===== src/rtl/uart_tx_if.sv =====
// Handshake bundle between a word producer and the UART transmitter.
// The producer (master) offers words with tx_start/tx_data; the transmitter
// (slave) reports holding-register space, frame activity and frame completion.
interface uart_tx_if #(
    parameter int DATA_BITS = 8
);
    logic                 tx_start;
    logic [DATA_BITS-1:0] tx_data;
    logic                 tx_ready;
    logic                 tx_busy;
    logic                 tx_done_tick;

    modport master (
        output tx_start,
        output tx_data,
        input  tx_ready,
        input  tx_busy,
        input  tx_done_tick
    );

    modport slave (
        input  tx_start,
        input  tx_data,
        output tx_ready,
        output tx_busy,
        output tx_done_tick
    );
endinterface


===== src/rtl/uart_tx.sv =====
// UART transmitter: start bit, DATA_BITS data bits LSB-first, optional
// parity bit, then STOP_TICKS ticks of stop level. Bit timing is counted in
// 16x-oversampling s_tick pulses. A one-word holding register lets the next
// word queue up while the current frame shifts out, so frames run back to
// back with a single clk of idle level between them.
module uart_tx #(
    parameter int DATA_BITS  = 8,
    parameter int PARITY     = 0,
    parameter int STOP_TICKS = 16
) (
    input  logic     clk,
    input  logic     reset,
    input  logic     s_tick,
    uart_tx_if.slave bus,
    output logic     tx
);

    typedef enum logic [2:0] {
        S_IDLE,
        S_START,
        S_DATA,
        S_PARITY,
        S_STOP
    } state_t;

    localparam logic [4:0] BIT_TICK_LAST = 5'd15;
    localparam logic [4:0] STOP_LAST     = 5'(STOP_TICKS - 1);
    localparam logic [2:0] BIT_LAST      = 3'(DATA_BITS - 1);

    // Odd parity starts the accumulator at 1 so that the transmitted parity
    // bit makes the total count of ones odd; even parity starts at 0.
    function automatic logic parity_seed();
        return 1'(PARITY == 2);
    endfunction

    state_t               state, state_n;
    logic [4:0]           tick_cnt, tick_n;
    logic [2:0]           bit_cnt, bit_n;
    logic [DATA_BITS-1:0] shift_reg, shift_n;
    logic [DATA_BITS-1:0] hold_data, hold_data_n;
    logic                 hold_valid, hold_valid_n;
    logic                 par_acc, par_n;
    logic                 tx_reg, tx_n;
    logic                 done_reg, done_n;
    logic                 accept;

    assign accept           = bus.tx_start && !hold_valid;
    assign bus.tx_ready     = ~hold_valid;
    assign bus.tx_busy      = (state != S_IDLE);
    assign bus.tx_done_tick = done_reg;
    assign tx               = tx_reg;

    // Next-state, counter, shifter and holding-register logic; the line level
    // is derived from the next state so tx changes on the edge entering a bit.
    always_comb begin
        state_n      = state;
        tick_n       = tick_cnt;
        bit_n        = bit_cnt;
        shift_n      = shift_reg;
        par_n        = par_acc;
        hold_valid_n = hold_valid;
        hold_data_n  = hold_data;
        done_n       = 1'b0;
        tx_n         = 1'b1;

        case (state)
            S_IDLE: begin
                // A tick coinciding with the load edge is deliberately dropped.
                if (hold_valid) begin
                    shift_n      = hold_data;
                    hold_valid_n = 1'b0;
                    tick_n       = '0;
                    bit_n        = '0;
                    par_n        = parity_seed();
                    state_n      = S_START;
                end
            end
            S_START: begin
                if (s_tick) begin
                    if (tick_cnt == BIT_TICK_LAST) begin
                        tick_n  = '0;
                        state_n = S_DATA;
                    end else begin
                        tick_n = tick_cnt + 5'd1;
                    end
                end
            end
            S_DATA: begin
                if (s_tick) begin
                    if (tick_cnt == BIT_TICK_LAST) begin
                        tick_n  = '0;
                        shift_n = shift_reg >> 1;
                        par_n   = par_acc ^ shift_reg[0];
                        bit_n   = bit_cnt + 3'd1;
                        if (bit_cnt == BIT_LAST) begin
                            state_n = (PARITY != 0) ? S_PARITY : S_STOP;
                        end
                    end else begin
                        tick_n = tick_cnt + 5'd1;
                    end
                end
            end
            S_PARITY: begin
                if (s_tick) begin
                    if (tick_cnt == BIT_TICK_LAST) begin
                        tick_n  = '0;
                        state_n = S_STOP;
                    end else begin
                        tick_n = tick_cnt + 5'd1;
                    end
                end
            end
            S_STOP: begin
                if (s_tick) begin
                    if (tick_cnt == STOP_LAST) begin
                        tick_n  = '0;
                        done_n  = 1'b1;
                        state_n = S_IDLE;
                    end else begin
                        tick_n = tick_cnt + 5'd1;
                    end
                end
            end
            default: state_n = S_IDLE;
        endcase

        // Accept only while the holding register is empty in this cycle; the
        // IDLE load above never coincides with an accept for the same reason.
        if (accept) begin
            hold_valid_n = 1'b1;
            hold_data_n  = bus.tx_data;
        end

        case (state_n)
            S_START:  tx_n = 1'b0;
            S_DATA:   tx_n = shift_n[0];
            S_PARITY: tx_n = par_n;
            default:  tx_n = 1'b1;
        endcase
    end

    // Control registers: state, counters, holding flag and registered outputs.
    always_ff @(posedge clk or negedge reset) begin
        if (!reset) begin
            state      <= S_IDLE;
            tick_cnt   <= '0;
            bit_cnt    <= '0;
            hold_valid <= 1'b0;
            tx_reg     <= 1'b1;
            done_reg   <= 1'b0;
        end else begin
            state      <= state_n;
            tick_cnt   <= tick_n;
            bit_cnt    <= bit_n;
            hold_valid <= hold_valid_n;
            tx_reg     <= tx_n;
            done_reg   <= done_n;
        end
    end

    // Data registers: only meaningful when qualified by the control state.
    always_ff @(posedge clk) begin
        shift_reg <= shift_n;
        hold_data <= hold_data_n;
        par_acc   <= par_n;
    end

endmodule


===== src/flat_wrapper.sv =====
// flat-port wrapper written by rule: the top's interface ports become plain ports
module uart_tx_flat 
#(
    parameter int DATA_BITS  = 8,
    parameter int PARITY     = 0,
    parameter int STOP_TICKS = 16
)
  (clk, reset, s_tick, tx, bus_tx_start, bus_tx_data, bus_tx_ready, bus_tx_busy, bus_tx_done_tick);
  uart_tx_if #(.DATA_BITS(DATA_BITS)) bus_i ();
  input  logic clk;
  input  logic reset;
  input  logic s_tick;
  output logic tx;
  input wire logic [$bits(bus_i.tx_start)-1:0] bus_tx_start;
  input wire logic [$bits(bus_i.tx_data)-1:0] bus_tx_data;
  output wire logic [$bits(bus_i.tx_ready)-1:0] bus_tx_ready;
  output wire logic [$bits(bus_i.tx_busy)-1:0] bus_tx_busy;
  output wire logic [$bits(bus_i.tx_done_tick)-1:0] bus_tx_done_tick;
  assign bus_i.tx_start = bus_tx_start;
  assign bus_i.tx_data = bus_tx_data;
  assign bus_tx_ready = bus_i.tx_ready;
  assign bus_tx_busy = bus_i.tx_busy;
  assign bus_tx_done_tick = bus_i.tx_done_tick;
  uart_tx #(.DATA_BITS(DATA_BITS), .PARITY(PARITY), .STOP_TICKS(STOP_TICKS)) u_core (.clk(clk), .reset(reset), .s_tick(s_tick), .bus(bus_i), .tx(tx));
endmodule

===== config.mk =====
export PLATFORM = sky130hd
export DESIGN_NAME = uart_tx_flat
export DESIGN_NICKNAME = d
export VERILOG_FILES = /design/src/rtl/uart_tx_if.sv /design/src/rtl/uart_tx.sv /design/src/flat_wrapper.sv
export SDC_FILE = /design/constraint.sdc
export NUM_CORES = 1
export LEC_CHECK = 0
export ABC_AREA = 1
export BUFFER_PORTS_ARGS = -buffer_cell sky130_fd_sc_hd__buf_2
export CORE_MARGIN = 2
export CORE_UTILIZATION = 35
export DETAILED_ROUTE_END_ITERATION = 12
export GPL_TIMING_DRIVEN = 0
export PLACE_DENSITY = 0.59
export SETUP_SLACK_MARGIN = 0.5
export SYNTH_ARGS = -nofsm -noshare
export SYNTH_HDL_FRONTEND = slang
export SYNTH_SLANG_ARGS = --single-unit

===== constraint.sdc =====
create_clock -name clk -period 1.45 [get_ports clk]
set_input_delay 0.2175 -clock clk [delete_from_list [all_inputs] [get_ports clk]]
set_output_delay 0.2175 -clock clk [all_outputs]
set_load 0.005 [all_outputs]

==> results of run 1 <==
-- layout make-up --
cell class,count,area [um^2]
buffer,2,22.52
clock buffer,7,76.32
clock inverter,1,5.005
fill,327,1750
inverter,16,70.07
multi-input combinational,89,729.5
sequential,31,845.8
tap,50,62.56
timing repair buffer,47,380.4
-- final timing paths --
check | start | endpoint | slack, ns | cells past startpoint
max | u_core.tick_cnt[1] | u_core.shift_reg[5] | -0.003 | 7
min | bus_tx_data[4] | u_core.hold_data[4] | 0.11 | 1
max reg2reg | u_core.tick_cnt[1] | u_core.shift_reg[5] | -0.003 | 7
min reg2reg | u_core.bit_cnt[1] | u_core.bit_cnt[1] | 0.49 | 2
max in group asynchronous | reset | u_core.tx | 0.80 | 2
min in group asynchronous | reset | u_core.tick_cnt[4] | 0.35 | 2
-- synthesized netlist by cell type (all sizes together) --
| master | n | share of area |
|---|---|---|
| inv | 16 | 0.042 |
| a21boi | 1 | 0.0053 |
| nand2 | 35 | 0.10 |
| dfxtp | 2 | 0.028 |
| dfrtp | 13 | 0.23 |
| o21ai | 6 | 0.021 |
| o31ai | 1 | 0.0053 |
| ha | 3 | 0.026 |
| nand3b | 1 | 0.0053 |
| nor2 | 13 | 0.040 |
| a32o | 6 | 0.042 |
| xor2 | 1 | 0.0062 |
| nand3 | 14 | 0.064 |
| buf | 2 | 0.011 |
| o22ai | 1 | 0.0044 |
| dfstp | 1 | 0.019 |
| a21oi | 5 | 0.020 |
| o211ai | 1 | 0.0053 |
| o221ai | 1 | 0.0062 |
| edfxtp | 15 | 0.32 |
-- critical path, delay by kind of cell, from the launching register on --
kind / cells / cell delay, ns
compound gates: 1 / 0.21
flops: 1 / 0.41
simple gates: 3 / 0.21
buf+inv: 2 / 0.18
fa+ha+maj: 1 / 0.19
-- logic make-up (layout without fill, tap and decap cells) --
| logic type | count (synthesis) | in the layout |
|---|---|---|
| AND/OR/NAND/NOR | 63 | 63 |
| AO/OA/AOI/OAI | 22 | 22 |
| adder cells (fa/ha/maj) | 3 | 3 |
| flip-flops | 31 | 31 |
| XOR/XNOR | 1 | 1 |
| buffers and inverters | 18 | 73 |
-- placed cells by master, fill, tap and decap left out, types with 2 or more instances in the layout --
| master | instances |
|---|---|
| a21oi_2 | 4 |
| a32o_1 | 6 |
| buf_2 | 13 |
| buf_4 | 20 |
| buf_6 | 14 |
| clkbuf_1 | 2 |
| clkbuf_8 | 5 |
| dfrtp_1 | 10 |
| dfrtp_2 | 3 |
| dfxtp_1 | 2 |
| edfxtp_1 | 15 |
| ha_1 | 2 |
| inv_1 | 10 |
| inv_2 | 3 |
| inv_4 | 2 |
| nand2_1 | 20 |
| nand2_2 | 5 |
| nand2_4 | 9 |
| nand3_1 | 8 |
| nand3_2 | 2 |
| nand3_4 | 4 |
| nor2_1 | 6 |
| nor2_4 | 6 |
| o21ai_0 | 2 |
| o21ai_2 | 4 |
-- what timing repair did --
| item | CTS | global route |
|---|---|---|
| setup buffers | 21 | 9 |
| pin swaps | 10 | 19 |
| hold endpoints to repair | 13 | 0 |
| resized for setup | 26 | 42 |
| cloned | 0 | 1 |
| hold buffers | 1 | 0 |
| endpoints found under the setup margin | 42 | 42 |
-- report_power, final --
| group | switching, mW | leakage [nW] | total (mW) | internal [mW] |
|---|---|---|---|---|
| clock network | 0.304 | 0.0422 | 0.640 | 0.336 |
| registers | 0.168 | 0.328 | 1.30 | 1.13 |
| logic | 0.665 | 0.583 | 1.31 | 0.642 |
-- routing by layer --
metal  vias up  GRT usage  part of all wire
met5         -          0                 0
li1        585          -                 -
met1       549     0.1831              0.44
met3         7    0.03833             0.035
met2        23     0.2598              0.50
met4         0    0.09949             0.024
==> flow_summary.yaml, run 1 <==
run_status:
  run_status: "finished, violations left"
  violations: "setup timing"
synthesis:
  ys_ff_latch: 31
  netlist_area_mm2: 0.001418
  muxShareOfSynthArea: 0
  yosys.area_share.adder: 0.02648
  synth_cell_types: 26
  ys_seq_area_frac: 0.5940
  synth_compound_area_frac: 0.1103
  synth_top_family_by_area: "simple AND/OR/NAND/NOR gates"
  synth_xor_area_frac: 0.006178
  yosysWarningCount: 0
  avgSynthCellArea_um2: 10.27
  synthCells: 138
  synthesis.nets: 153
  synth_simple_gate_area_frac: 0.2101
clock_tree:
  cts_buffers: 5
  h-tree-depth: 2
  clk_pin_slew_ns: 0.07
  clkLatencyLatePin_ns: 0.28
  cts_tree: "built"
  clock-sinks: 31
  cts-root-buf: "clkbuf_8"
  cts_max_path_buffers: 2
cells_and_area:
  layout.nets: 207
  post_route_cells_drive_above_1_share: 0.5440
  antenna_cells: 0
  fin_area_mm2: 0.002192
  final_util: 0.5560
  area_growth_pct: 54.63
  fin_cells: 243
floorplan:
  core_area_mm2: 0.003943
  initial_core_util: 0.3596
  die_area_mm2: 0.004575
  io_pins: 16
  fp.dieH_um: 67.64
  dieWidth_um: 67.64
  rows: 23
place:
  place_area_mm2: 0.001584
  gp_congestion: 0.7680
  port_buffers: 15
  dp.cells: 203
  dp_hpwl_um: 1927
  post-place-ws_ns: -0.08353
route:
  drt_iter0_drc: 91
  viasPerCell: 4.790
  ant_nets: 0
  routed_wl_um: 3331
  wl_per_cell_um: 13.71
  drc: 0
  first_pass_iters: 4
  num_vias: 1164
timing:
  finalMaxSlewViolations: 0
  finalClockSkew_ns: 0.01214
  setup_viol: 4
  finalCriticalPeriod_ns: 1.453
  timing.final.crit_share: 1.002
  timing.slew.headroom: 0.7840
  rsz0062_at_grt: "yes"
  worst_slew_pin_slew_ns: 0.3240
  hold_slack_ns: 0.1119
  fin_ws_ns: -0.002706
  tns_ns: -0.008199
  hold_viol: 0
  max_freq_mhz: 688.4
power:
  leakage_nw: 0.9537
  p_per_area_mw_per_mm2: 1482
  ir_drop_mv: 0.6671
  fin_total_pwr_mw: 3.248
setup_path:
  crit_chain: "ha_4, nand2_4, nor2_4, nand2_4, inv_2, buf_6, a32o_1"
  startpoint_type: "register"
  crit_path_end_kind: "register"
  worst-setup-path-type: "reg -> reg"
  cp_slowest_stage_delay_ns: 0.41
  crit_arrival_ns: 1.48
  crit_required_ns: 1.48
  cp_max_fo: 8
  slowest_stage: "dfrtp_1"
  crit_top_cell: "nand2_4"
grt:
  grt_first_pass_wirelength_um: 5133
  grt_pass1_vias: 1164
  grt_max_degree: 15
  track_usage: 0.1578
  grt.overflow.total: 0
  antenna_found_initial: 0
min_path:
  hold_path.class: "in -> reg"
flow_run:
  maxCapViolations: 0
(Power assumes the default switching activity.)
==> run 2, diff against run 1 <==
Clock period 1.45 ns to 1.15 ns, I/O delays scaled along.
==> run 2 against run 1 <==
  * The run still ends with setup timing left
  * Die area is the same
  * Count of clock-buffer cells in the layout stayed put
  * Combinational power increased by 7%
  * Sequential power increased by 25%
  * Critical endpoint is now u_core.shift_reg[2]
  * Largest power group is now registers
==> flow_summary.yaml, run 2 (synthesis results as in run 1) <==
cells_and_area:
  final_common_cell: "nand2_1"
  area_growth_pct: 44.04
  layout_common_cells: "25 x nand2_1, 17 x buf_4, 15 x edfxtp_1"
  fin_area_mm2: 0.002042
  antenna_cells: 0
  fin_cells: 236
  layout.nets: 200
  multi_input_area_um2: 653.1
  fillCellCount: 343
  regArea_um2: 845.8
  post_route_cells_drive_above_1_share: 0.4892
route:
  drt_iter0_drc: 59
  drc: 0
  routed_wl_um: 3278
  wl_per_cell_um: 13.89
  ant_nets: 0
  num_vias: 1177
  viasPerCell: 4.987
  first_pass_iters: 4
setup_path:
  reg2reg_from: "u_core.tick_cnt[1]"
  startpoint_type: "register"
  crit_required_ns: 1.19
  crit_path_end_kind: "register"
  crit_arrival_ns: 1.47
  worst-setup-path-type: "reg -> reg"
  cp_max_fo: 5
  r2r_cells: 7
  ff2ff_setup_slack_ns: -0.28
  worstReg2RegEnd: "u_core.shift_reg[2]"
flow_run:
  maxCapViolations: 0
clock_tree:
  cts_tree: "built"
  clkLatencyLatePin_ns: 0.29
  clk_pin_slew_ns: 0.07
  clock-sinks: 31
  cts_max_path_buffers: 2
  cts_buffers: 5
  h-tree-depth: 2
  cts-root-buf: "clkbuf_8"
timing:
  max_freq_mhz: 697.6
  hold_viol: 0
  tns_ns: -6.242
  rsz0062_at_grt: "yes"
  timing.slew.headroom: 0.8366
  fin_ws_ns: -0.2835
  finalCriticalPeriod_ns: 1.433
  finalMaxSlewViolations: 0
  timing.final.crit_share: 1.246
  finalClockSkew_ns: 0.006601
  worst_slew_pin_slew_ns: 0.2441
  setup_viol: 29
floorplan:
  dieWidth_um: 67.64
  initial_core_util: 0.3596
  die_area_mm2: 0.004575
  rows: 23
  fp.dieH_um: 67.64
  io_pins: 16
  core_area_mm2: 0.003943
power:
  leakage_nw: 0.9055
  pwr-share-seq: 0.420
  p_switching_mw: 1.354
  ir_drop_mv: 0.9319
  clkPwrFrac: 0.217
  fin_total_pwr_mw: 3.856
  p_per_area_mw_per_mm2: 1889
  swShare: 0.3511
  comb_power_share: 0.363
  intPower_mw: 2.502
grt:
  grt_pass1_vias: 1175
  grt_first_pass_wirelength_um: 5547
  antenna_found_initial: 0
  grt_max_degree: 15
  grt.overflow.total: 0
  track_usage: 0.1686
place:
  gp_congestion: 0.7997
  dp.cells: 203
  dp_hpwl_um: 1883
  place_area_mm2: 0.001593
  port_buffers: 15
  post-place-ws_ns: -0.3842
min_path:
  worstHoldStart: "bus_tx_data[1]"
  hold_end: "u_core.hold_data[1]"
  hold_path.class: "in -> reg"
  whs_path_depth: 1
run_status:
  violations: "setup timing"
  run_status: "finished, violations left"
-- run 2: final cells by class --
| cell class | count | share of cell area |
|---|---|---|
| timing repair buffer | 40 | 0.1501 |
| tap | 50 | 0.03064 |
| clock inverter | 1 | 0.002451 |
| clock buffer | 7 | 0.03738 |
| multi-input combinational | 89 | 0.3199 |
| inverter | 16 | 0.03431 |
| buffer | 2 | 0.01103 |
| sequential | 31 | 0.4142 |
-- run 2: worst max-delay path by stage --
stage,from,to,slack [ns],depth (start not counted)
floorplan,u_core.tick_cnt[0],u_core.shift_reg[1],-0.27,7
global placement,u_core.tick_cnt[0],u_core.shift_reg[3],-0.37,7
detailed placement,u_core.tick_cnt[0],u_core.shift_reg[4],-0.38,7
CTS,u_core.tick_cnt[0],u_core.shift_reg[2],-0.28,7
global route,u_core.tick_cnt[1],u_core.shift_reg[5],-0.33,7
finish,u_core.tick_cnt[1],u_core.shift_reg[2],-0.28,7
-- run 2: what timing repair did --
action | CTS | global route
cloned | 1 | 0
hold endpoints to repair | 13 | 0
pin swaps | 8 | 4
endpoints found under the setup margin | 42 | 45
resized for setup | 31 | 17
hold buffers | 1 | 0
setup buffers | 20 | 3
-- run 2: power by group through the flow --
stage / sequential [mW] / clock (mW) / combinational, mW
after floorplan: 1.59 / 0 / 0.634
after CTS: 1.59 / 0.857 / 1.21
after global routing: 1.64 / 0.922 / 1.55
final: 1.62 / 0.837 / 1.40
after global placement: 1.62 / 0 / 0.802
after detailed placement: 1.63 / 0 / 0.826
-- run 2: per-layer routing --
metal / vias to the layer above / wire, um / share of wire / global-route usage
li1: 567 / - / - / -
met1: 577 / 1411 / 0.43 / 0.2017
met2: 25 / 1661 / 0.51 / 0.2770
met3: 8 / 139 / 0.042 / 0.06000
met4: 0 / 65 / 0.020 / 0.06378
met5: - / 0 / 0 / 0
-- run 2: metrics by stage --
stage                 util  hold WS (ns)
CTS                 0.4973       0.05047
floorplan                -       -0.1231
finish              0.5179       0.06166
global route        0.5179       0.03916
global placement    0.4040       0.08202
detailed placement  0.4040       0.09215
-- run 2: critical path: stages, from the launching register on --
cell and delay, ns:
dfrtp_1 0.38, ha_2 0.21, nand2_4 0.07, nor2_4 0.04, nand2_4 0.08, inv_4 0.05, buf_6 0.12, a32o_1 0.21
